## src/rtl/fxp_ieee_pkg.sv

```systemverilog
// Shared types and format constants for the fixed-point to IEEE-754 encoder.
`default_nettype none

package fxp_ieee_pkg;

  typedef enum logic [1:0] {
    IDLE  = 2'd0,
    NORM  = 2'd1,
    ROUND = 2'd2,
    DONE  = 2'd3
  } state_t;

  localparam logic FMT_SP    = 1'b0;
  localparam logic FMT_DP    = 1'b1;
  localparam logic RND_RNE   = 1'b0;
  localparam logic RND_TRUNC = 1'b1;

  // Significant bits include the hidden leading one.
  localparam int SP_SIG  = 24;
  localparam int DP_SIG  = 53;
  localparam int SP_FRAC = 23;
  localparam int DP_FRAC = 52;
  localparam int SP_EXP  = 8;
  localparam int DP_EXP  = 11;
  localparam int SP_BIAS = 127;
  localparam int DP_BIAS = 1023;

endpackage

`default_nettype wire

```

## src/rtl/fxp_ieee_encoder_lzc.sv

```systemverilog
// Leading-one detector: index of the most significant set bit plus an all-zero flag.
`default_nettype none

module lzc #(
  parameter int WIDTH = 37,
  localparam int PW   = $clog2(WIDTH)
) (
  input  logic [WIDTH-1:0] value,
  output logic [PW-1:0]    pos,
  output logic             zero
);

  always_comb begin
    pos  = '0;
    zero = 1'b1;
    for (int i = 0; i < WIDTH; i++) begin
      if (value[i]) begin
        pos  = PW'(i);
        zero = 1'b0;
      end
    end
  end

endmodule

`default_nettype wire

```

## src/rtl/fxp_ieee_encoder.sv

```systemverilog
// Converts a signed fixed-point operand to IEEE-754 single or double precision
// through a four-state IDLE/NORM/ROUND/DONE sequence with valid/ack handshake.
`default_nettype none

module fxp_ieee_encoder
  import fxp_ieee_pkg::*;
#(
  parameter int INT_W  = 12,
  parameter int FRAC_W = 24
) (
  input  logic                    clk,
  input  logic                    rst,
  input  logic                    enable,
  input  logic [INT_W+FRAC_W-1:0] fp,
  input  logic                    fmt,
  input  logic                    rnd,
  output logic                    ready,
  output logic [63:0]             ieee,
  output logic                    valid,
  input  logic                    ack,
  output logic                    inexact,
  output logic [1:0]              state
);

  localparam int W     = INT_W + FRAC_W;
  localparam int MW    = W + 1;
  localparam int PW    = $clog2(MW);
  localparam int EXT_W = 128;

  state_t cur_state, nxt_state;

  logic [W-1:0]         fp_q;
  logic                 fmt_q, rnd_q, sign_q, zero_q;
  logic [MW-1:0]        norm_q;
  logic signed [10:0]   exp_q;
  logic [63:0]          ieee_q;
  logic                 inexact_q;

  always_ff @(posedge clk) begin
    if (rst) cur_state <= IDLE;
    else     cur_state <= nxt_state;
  end

  always_comb begin
    nxt_state = cur_state;
    case (cur_state)
      IDLE:    if (enable) nxt_state = NORM;
      NORM:    nxt_state = ROUND;
      ROUND:   nxt_state = DONE;
      DONE:    if (ack) nxt_state = IDLE;
      default: nxt_state = IDLE;
    endcase
  end

  assign ready   = (cur_state == IDLE);
  assign valid   = (cur_state == DONE);
  assign state   = cur_state;
  assign ieee    = ieee_q;
  assign inexact = inexact_q;

  // One extra bit so the most negative operand has an exact magnitude.
  logic [MW-1:0] fp_ext, mag;
  logic [PW-1:0] lead, shamt;
  logic          all_zero;

  assign fp_ext = {fp_q[W-1], fp_q};
  assign mag    = fp_q[W-1] ? -fp_ext : fp_ext;
  assign shamt  = PW'(MW - 1) - lead;

  lzc #(.WIDTH(MW)) u_lzc (
    .value (mag),
    .pos   (lead),
    .zero  (all_zero)
  );

  // Left-justified magnitude padded so both formats see guard/sticky bits.
  logic [EXT_W-1:0]     ext;
  logic [SP_SIG-1:0]    sp_keep;
  logic [DP_SIG-1:0]    dp_keep;
  logic                 sp_g, sp_s, sp_inc, dp_g, dp_s, dp_inc;
  logic [SP_SIG:0]      sp_sum;
  logic [DP_SIG:0]      dp_sum;
  logic [SP_FRAC-1:0]   sp_frac;
  logic [DP_FRAC-1:0]   dp_frac;
  logic [SP_EXP-1:0]    sp_bexp;
  logic [DP_EXP-1:0]    dp_bexp;
  logic [63:0]          res;
  logic                 res_inexact;

  assign ext     = {norm_q, {(EXT_W-MW){1'b0}}};
  assign sp_keep = ext[EXT_W-1 -: SP_SIG];
  assign sp_g    = ext[EXT_W-1-SP_SIG];
  assign sp_s    = |ext[EXT_W-2-SP_SIG:0];
  assign dp_keep = ext[EXT_W-1 -: DP_SIG];
  assign dp_g    = ext[EXT_W-1-DP_SIG];
  assign dp_s    = |ext[EXT_W-2-DP_SIG:0];

  assign sp_inc  = (rnd_q == RND_RNE) && sp_g && (sp_s || sp_keep[0]);
  assign dp_inc  = (rnd_q == RND_RNE) && dp_g && (dp_s || dp_keep[0]);
  assign sp_sum  = {1'b0, sp_keep} + (SP_SIG+1)'(sp_inc);
  assign dp_sum  = {1'b0, dp_keep} + (DP_SIG+1)'(dp_inc);

  // A carry-out leaves 1.000..0 x 2, so the fraction shifts right by one.
  assign sp_frac = sp_sum[SP_SIG] ? sp_sum[SP_SIG-1:1] : sp_sum[SP_FRAC-1:0];
  assign dp_frac = dp_sum[DP_SIG] ? dp_sum[DP_SIG-1:1] : dp_sum[DP_FRAC-1:0];
  assign sp_bexp = exp_q[SP_EXP-1:0] + SP_EXP'(sp_sum[SP_SIG]) + SP_EXP'(SP_BIAS);
  assign dp_bexp = exp_q + DP_EXP'(dp_sum[DP_SIG]) + DP_EXP'(DP_BIAS);

  always_comb begin
    res         = '0;
    res_inexact = 1'b0;
    if (!zero_q) begin
      if (fmt_q == FMT_DP) begin
        res         = {sign_q, dp_bexp, dp_frac};
        res_inexact = dp_g | dp_s;
      end else begin
        res         = {32'd0, sign_q, sp_bexp, sp_frac};
        res_inexact = sp_g | sp_s;
      end
    end
  end

  always_ff @(posedge clk) begin
    if (rst) begin
      fp_q      <= '0;
      fmt_q     <= 1'b0;
      rnd_q     <= 1'b0;
      sign_q    <= 1'b0;
      zero_q    <= 1'b1;
      norm_q    <= '0;
      exp_q     <= '0;
      ieee_q    <= '0;
      inexact_q <= 1'b0;
    end else begin
      case (cur_state)
        IDLE: if (enable) begin
          fp_q  <= fp;
          fmt_q <= fmt;
          rnd_q <= rnd;
        end
        NORM: begin
          sign_q <= fp_q[W-1];
          zero_q <= all_zero;
          norm_q <= mag << shamt;
          exp_q  <= 11'(lead) - 11'(FRAC_W);
        end
        ROUND: begin
          ieee_q    <= res;
          inexact_q <= res_inexact;
        end
        default: ;
      endcase
    end
  end

endmodule

`default_nettype wire
```

## config.mk

```make
export PLATFORM = sky130hd
export DESIGN_NAME = fxp_ieee_encoder
export DESIGN_NICKNAME = d
export VERILOG_FILES = /design/src/rtl/fxp_ieee_pkg.sv /design/src/rtl/fxp_ieee_encoder_lzc.sv /design/src/rtl/fxp_ieee_encoder.sv
export SDC_FILE = /design/constraint.sdc
export NUM_CORES = 1
export LEC_CHECK = 0
export CAP_MARGIN = 20
export CORE_MARGIN = 3
export CORE_UTILIZATION = 40
export DETAILED_ROUTE_END_ITERATION = 8
export GPL_TIMING_DRIVEN = 0
export PLACE_DENSITY_LB_ADDON = 0.25
export SYNTH_ARGS = -nofsm -noshare
export SYNTH_HDL_FRONTEND = slang
export SYNTH_HIERARCHICAL = 1
export SYNTH_SLANG_ARGS = --single-unit
export TNS_END_PERCENT = 30
```

## constraint.sdc

```tcl
create_clock -name clk -period 12.9 [get_ports clk]
set_input_delay 3.87 -clock clk [delete_from_list [all_inputs] [get_ports clk]]
set_output_delay 3.87 -clock clk [all_outputs]
set_load 0.02 [all_outputs]
```

==> results of run 1 <==
area by class of cell:
class                           instances  area share
Timing Repair Buffer                  110      0.0789
Multi-Input combinational cell       1262       0.569
Inverter                               37      0.0100
Clock inverter                         15      0.0131
Tap cell                              378      0.0341
Buffer                                152      0.0468
Clock buffer                           17      0.0306
Sequential cell                       151       0.218
Yosys cell counts, types with 15 or more instances:
cell,n
nand2_1,204
nor2_1,187
dfxtp_1,151
a21oi_1,115
clkbuf_1,100
a22oi_1,60
o21ai_0,56
nand3_1,48
nor3_1,43
xnor2_1,38
inv_1,35
nor4_1,28
buf_2,27
mux2i_1,27
a31oi_1,26
xor2_1,25
nor2b_1,21
nand4_1,20
buf_1,19
o211ai_1,19
a211oi_1,17
and3_1,17
o22ai_1,15
layer usage:
metal	part of all wire	routed length [um]	GRT usage
met4	0.063	3270	0.187
met5	0	0	0
met1	0.40	20500	0.394
met3	0.080	4130	0.0508
met2	0.46	23800	0.538
worst reg2reg max path, cell delays in order (launching register included):
cell      delay, ns
dfxtp_1        0.31
buf_2          0.18
buf_2          0.33
buf_1          0.54
clkbuf_1       0.62
buf_1          0.61
o21ai_0        0.24
xnor2_1        0.28
a21oi_1        0.10
o21ai_0        0.43
o221ai_1       0.22
o22ai_1        0.25
clkbuf_1       0.39
clkbuf_1       0.47
inv_1          0.15
buf_2          0.27
buf_1          0.41
ha_1           0.61
buf_2          0.37
buf_1          0.67
clkbuf_1       0.80
nor2_1         0.11
a21oi_1        0.31
o21ai_0        0.12
nor3b_1        0.53
o22ai_1        0.17
a211oi_1       0.64
o22ai_1        0.19
flip-flops by register name (all words and copies together) (netlist names):
register,flops
exp_q,7
state,2
sign_q,1
zero_q,1
norm_q,37
ieee,64
fmt_q,1
rnd_q,1
inexact,1
fp_q,36
through the flow:
| stage | hold WS [ns] | util |
|---|---|---|
| after CTS | 0.459 | 0.490 |
| after global placement | 0.443 | 0.469 |
| after global routing | 0.483 | 0.491 |
| final | 0.454 | 0.491 |
| after floorplan | 0.444 | - |
| after detailed placement | 0.449 | 0.469 |
final timing paths:
check	start	end	slack [ns]	depth (start not counted)
min reg2reg	inexact	inexact	0.45	2
max	fp_q[35]	norm_q[31]	2.40	27
min	inexact	inexact	0.45	2
max reg2reg	fp_q[35]	norm_q[31]	2.40	27
kinds of logic after synthesis:
| logic type | count (synthesis) | synth area share |
|---|---|---|
| simple gates | 667 | 0.286 |
| compound gates | 474 | 0.287 |
| flops | 151 | 0.258 |
| buf+inv | 189 | 0.0674 |
| xor+xnor | 63 | 0.0472 |
| fa+ha+maj | 12 | 0.0128 |
| mux | 41 | 0.0414 |
| other cells | 1 | 0.000321 |
==> results.tsv, run 1 <==
stage	metric	value	unit
worst_setup_path	CP Data Arrival Time	10.79	ns
sta	Setup-failing EPs final	0	
clock_network	CTS tree	done	
place	Setup WS pre-CTS	2.90	ns
routing	Iteration-0 DRC Markers	1660	
sta	setup tns final	0	ns
synth	Main synth FF type	dfxtp_1	
sta	final hold violation count	0	
routing	per-cell routed wire length	24.4	um
clock_network	hold bufs inserted after CTS	0	
worst_setup_path	peak per-stage delay on the critical path	0.80	ns
worst_setup_path	crit path max fanout	10	
synth	cells after synthesis	1598	
layout	commonest non-fill, non-tap cell in the layout	nand2_1	
clock_network	CTS Buf Count	17	
sta	Relative slew margins	0.159	
routing	vias	13542	
synth	sequential share of the synthesized area	0.258	
floorplan	Die Wd	177	um
global_route	largest net degree at the start of global routing	18	
clock_network	Reg clk slew, reported paths	0.08	ns
routing	Final ANT Viol Nets	0	
layout	Syn-to-layout area delta	18.7	%
clock_network	CTS Sinks	151	
sta	worst-margin pin slew	1.23	ns
routing	Initial DRT Pass Iterations	7	
clock_network	postcts setup bufs	0	
floorplan	die height	177	um
synth	Post-synth EDFFs	0	
worst_setup_path	family with the most delay on the worst path	buffers and inverters	
layout	Sequential Area	0.00302	mm^2
global_route	number of global-route vias before repair	12904	
layout	nets	1785	
routing	drt drc	0	
place	port bufs	109	
clock_network	post_cts resized	0	
sta	unrepaired setup endpoints after global routing	false	
worst_setup_path	Setup Crit Path Kind	reg2reg	
place	placed inst area	0.0133	mm^2
min_path	HP Class	reg2reg	
global_route	initial antenna violation count	0	
worst_setup_path	Critical Path Slowest Stage Cell	clkbuf_1	
global_route	total track usage	0.323	
sta	Slew Viols, Final	0	
floorplan	initial core utilization	0.413	
synth	Yosys warnings	6	
global_route	first-pass GRT wire length	77.8	mm
synth	Area contributors post-synth	dfxtp_1 26%, nand2_1 6.5%, nor2_1 6.0%, a21oi_1 4.9%, a22oi_1 3.9%	
sta	min Tclk post-route	10.50	ns
sta	Peak Freq	95.2	MHz
synth	Cell variety after synth	101	
run_status	status	complete, no violations	
layout	Post-Layout Cell Count	2122	
synth	Avg Cell Area, Syn	7.32	um^2
worst_setup_path	WP buf/inv	13	
layout	share of cells above drive strength 1	0.0740	
layout	commonest cells after routing, fill and taps aside	204 x nand2_1, 187 x nor2_1, 151 x dfxtp_1	
global_route	GRT overflow	0	
sta	Clock Skews	0.0198	ns
synth	area leader, netlist	dfxtp_1	
sta	final worst slack	2.40	ns
floorplan	io pins	111	
flow_run	MaxCap Viol Count	0	
sta	period utilisation layout	0.814	
layout	area of the multi-input gates	0.00790	mm^2
worst_setup_path	Worst EP required	13.19	ns
clock_network	worst-skew pair later-pin latency	0.46	ns
layout	diodes inserted	0	
clock_network	root buffer cell	clkbuf_16	
synth	Cell Area, Synth	0.0117	mm^2
synth	Yosys reg bits	151	
layout	fin area	0.0139	mm^2
place	post-detail-place hpwl	40.5	mm
floorplan	core area	0.0283	mm^2
synth	Post-synth ARST share	0	
place	Placed Cells	2089	
clock_network	Clock Tree Buf Depth	2	
place	GP Congestion	1.05	
worst_setup_path	startpoint types	flip-flop	
synth	top cell type's share of synthesized area	0.258	
routing	Detailed Route WL	51.8	mm
routing	Via density	6.38	
worst_setup_path	Crit. End Element	flip-flop	
clock_network	H-tree lvl count	4	
floorplan	Rows	61	
layout	FILL cells	2927	
floorplan	die area	0.0313	mm^2
Power of run 1 is left out: the tool's default activity adds up to more than one toggle a clock period on the data nets, which glitch-free logic cannot reach.
==> run 2, diff against run 1 <==
Clock period 12.9 ns to 9.8 ns, I/O delays scaled along.
==> results.tsv, run 2 (synthesized netlist as in run 1, its figures left out) <==
stage	metric	value	unit	change
run_status	status	complete, no violations		
worst_setup_path	Crit. Startpoint	fp_q[35]		
global_route	number of global-route vias before repair	12890		-0.11%
sta	min Tclk post-route	9.58	ns	-0.919 ns
worst_setup_path	Critical Path Slowest Stage Cell	ha_1		
sta	setup tns final	0	ns	unchanged
global_route	total track usage	0.323		about the same
floorplan	die area	0.0313	mm^2	unchanged
worst_setup_path	startpoint types	flip-flop		
worst_setup_path	Worst setup endpoint	norm_q[28]		
global_route	GR Util met2	0.541		+0.00224
worst_setup_path	peak per-stage delay on the critical path	0.60	ns	-0.20 ns
layout	commonest non-fill, non-tap cell in the layout	nand2_1		
sta	Hold WS	0.454	ns	-0.000151 ns
floorplan	initial core utilization	0.413		unchanged
worst_setup_path	Worst EP required	10.13	ns	-3.06 ns
layout	Syn-to-layout area delta	18.8	%	about the same
place	placed inst area	0.0133	mm^2	unchanged
clock_network	Reg clk slew, reported paths	0.08	ns	about the same
sta	period utilisation layout	0.978		+0.164
routing	Final ANT Viol Nets	0		unchanged
sta	final hold violation count	0		unchanged
global_route	GR Layer Usage met1	0.395		+0.000395
layout	diodes inserted	0		unchanged
clock_network	hold bufs inserted after CTS	0		unchanged
routing	Detailed Route WL	51.5	mm	-0.47%
clock_network	worst-skew pair later-pin latency	0.45	ns	about the same
sta	Clock Skews	0.0179	ns	-0.00183 ns
worst_setup_path	Crit Reg-Reg Endpoint	norm_q[28]		
routing	per-cell routed wire length	24.3	um	-0.42%
routing	drt drc	0		unchanged
worst_setup_path	Crit. End Element	flip-flop		
sta	Setup-failing EPs final	0		unchanged
clock_network	root buffer cell	clkbuf_16		
global_route	first-pass GRT wire length	77.7	mm	about the same
place	GP Congestion	1.05		unchanged
place	port bufs	109		unchanged
clock_network	CTS Sinks	151		unchanged
worst_setup_path	crit path max fanout	10		unchanged
global_route	layer carrying the most global-route usage	met2		
clock_network	H-tree lvl count	4		unchanged
place	post-detail-place hpwl	40.5	mm	unchanged
floorplan	io pins	111		unchanged
global_route	initial antenna violation count	0		unchanged
layout	Largest register FFs	64		unchanged
worst_setup_path	most used cell along the critical path	buf_2		
worst_setup_path	flop2flop setup slack	0.22	ns	-2.18 ns
sta	Relative slew margins	0.189		+0.0304
worst_setup_path	Setup Crit Path Kind	reg2reg		
layout	fin area	0.0139	mm^2	about the same
clock_network	CTS tree	done		
layout	commonest cells after routing, fill and taps aside	204 x nand2_1, 187 x nor2_1, 151 x dfxtp_1		
worst_setup_path	Levels on crit path	26		-3.7%
floorplan	core area	0.0283	mm^2	unchanged
layout	nets	1784		-0.056%
global_route	M3 GR Usage	0.0498		-0.00107
global_route	largest net degree at the start of global routing	18		unchanged
sta	unrepaired setup endpoints after global routing	false		
clock_network	CTS Buf Count	17		unchanged
sta	Slew Viols, Final	0		unchanged
layout	share of cells above drive strength 1	0.0775		+0.00348
worst_setup_path	family with the most delay on the worst path	buffers and inverters		
sta	final worst slack	0.216	ns	-2.18 ns
worst_setup_path	CP Data Arrival Time	9.91	ns	-0.88 ns
worst_setup_path	WP buf/inv	14		+1
floorplan	Die Wd	177	um	unchanged
sta	worst-margin pin slew	1.19	ns	-0.0444 ns
min_path	HP Class	reg2reg		
global_route	GRT overflow	0		unchanged
sta	Peak Freq	104	MHz	+9.6%
floorplan	Rows	61		unchanged
floorplan	die height	177	um	unchanged
flow_run	MaxCap Viol Count	0		unchanged
clock_network	Clock Tree Buf Depth	2		unchanged
routing	vias	13617		+0.55%
min_path	HP Start	inexact		
routing	Iteration-0 DRC Markers	1703		+2.6%
place	Setup WS pre-CTS	-0.196	ns	-3.10 ns
routing	Initial DRT Pass Iterations	6		-1
worst_setup_path	worst reg2reg path startpoint	fp_q[35]		
routing	Via density	6.42		+0.60%
worst_setup_path	worst r2r path cells	26		-3.7%
-- run 2: timing repair --
action,4_1_cts,5_1_grt
resized for setup,2,7
buffers inserted,0,0
endpoints found under the setup margin,4,10
-- run 2: metal layers --
layer / up-vias / share of wire
li1: 6169 / -
met1: 6477 / 0.40
met2: 784 / 0.47
met3: 187 / 0.075
met4: 0 / 0.060
met5: - / 0
-- run 2: worst min-delay path by stage --
stage,cells after the start,slack [ns],to
6_report,2,0.45,inexact
5_1_grt,2,0.48,inexact
4_1_cts,2,0.46,inexact
3_5_place_dp,2,0.45,inexact
3_3_place_gp,2,0.44,inexact
2_1_floorplan,2,0.44,rnd_q
-- run 2: layout make-up --
cell class / instances / area, um^2
buffer: 151 / 653
clock buffer: 17 / 425
clock inverter: 15 / 181
fill: 2925 / 14400
inverter: 37 / 139
multi-input combinational: 1262 / 7900
sequential: 151 / 3020
tap: 378 / 473
timing repair buffer: 110 / 1100
-- run 2: tightest hold or removal path, cell delays in order (launching register included) --
cell,delay (ns)
dfxtp_1,0.31
nand2_1,0.05
a21oi_1,0.05
-- run 2: stage by stage --
stage / utilization / instances
6_report: 0.491 / 2121
5_1_grt: 0.491 / 2121
4_1_cts: 0.490 / 2121
3_5_place_dp: 0.469 / 2089
3_3_place_gp: 0.469 / 2089
2_1_floorplan: - / 1602
Power of run 2 is left out for the same reason.
==> run 3, diff against run 2 <==
Settings changed: HOLD_SLACK_MARGIN from default to 0.05.
==> results of run 3 <==
The final DEF is identical to that of run 2; final timing and power are the same.
Power of run 3 is left out for the same reason.
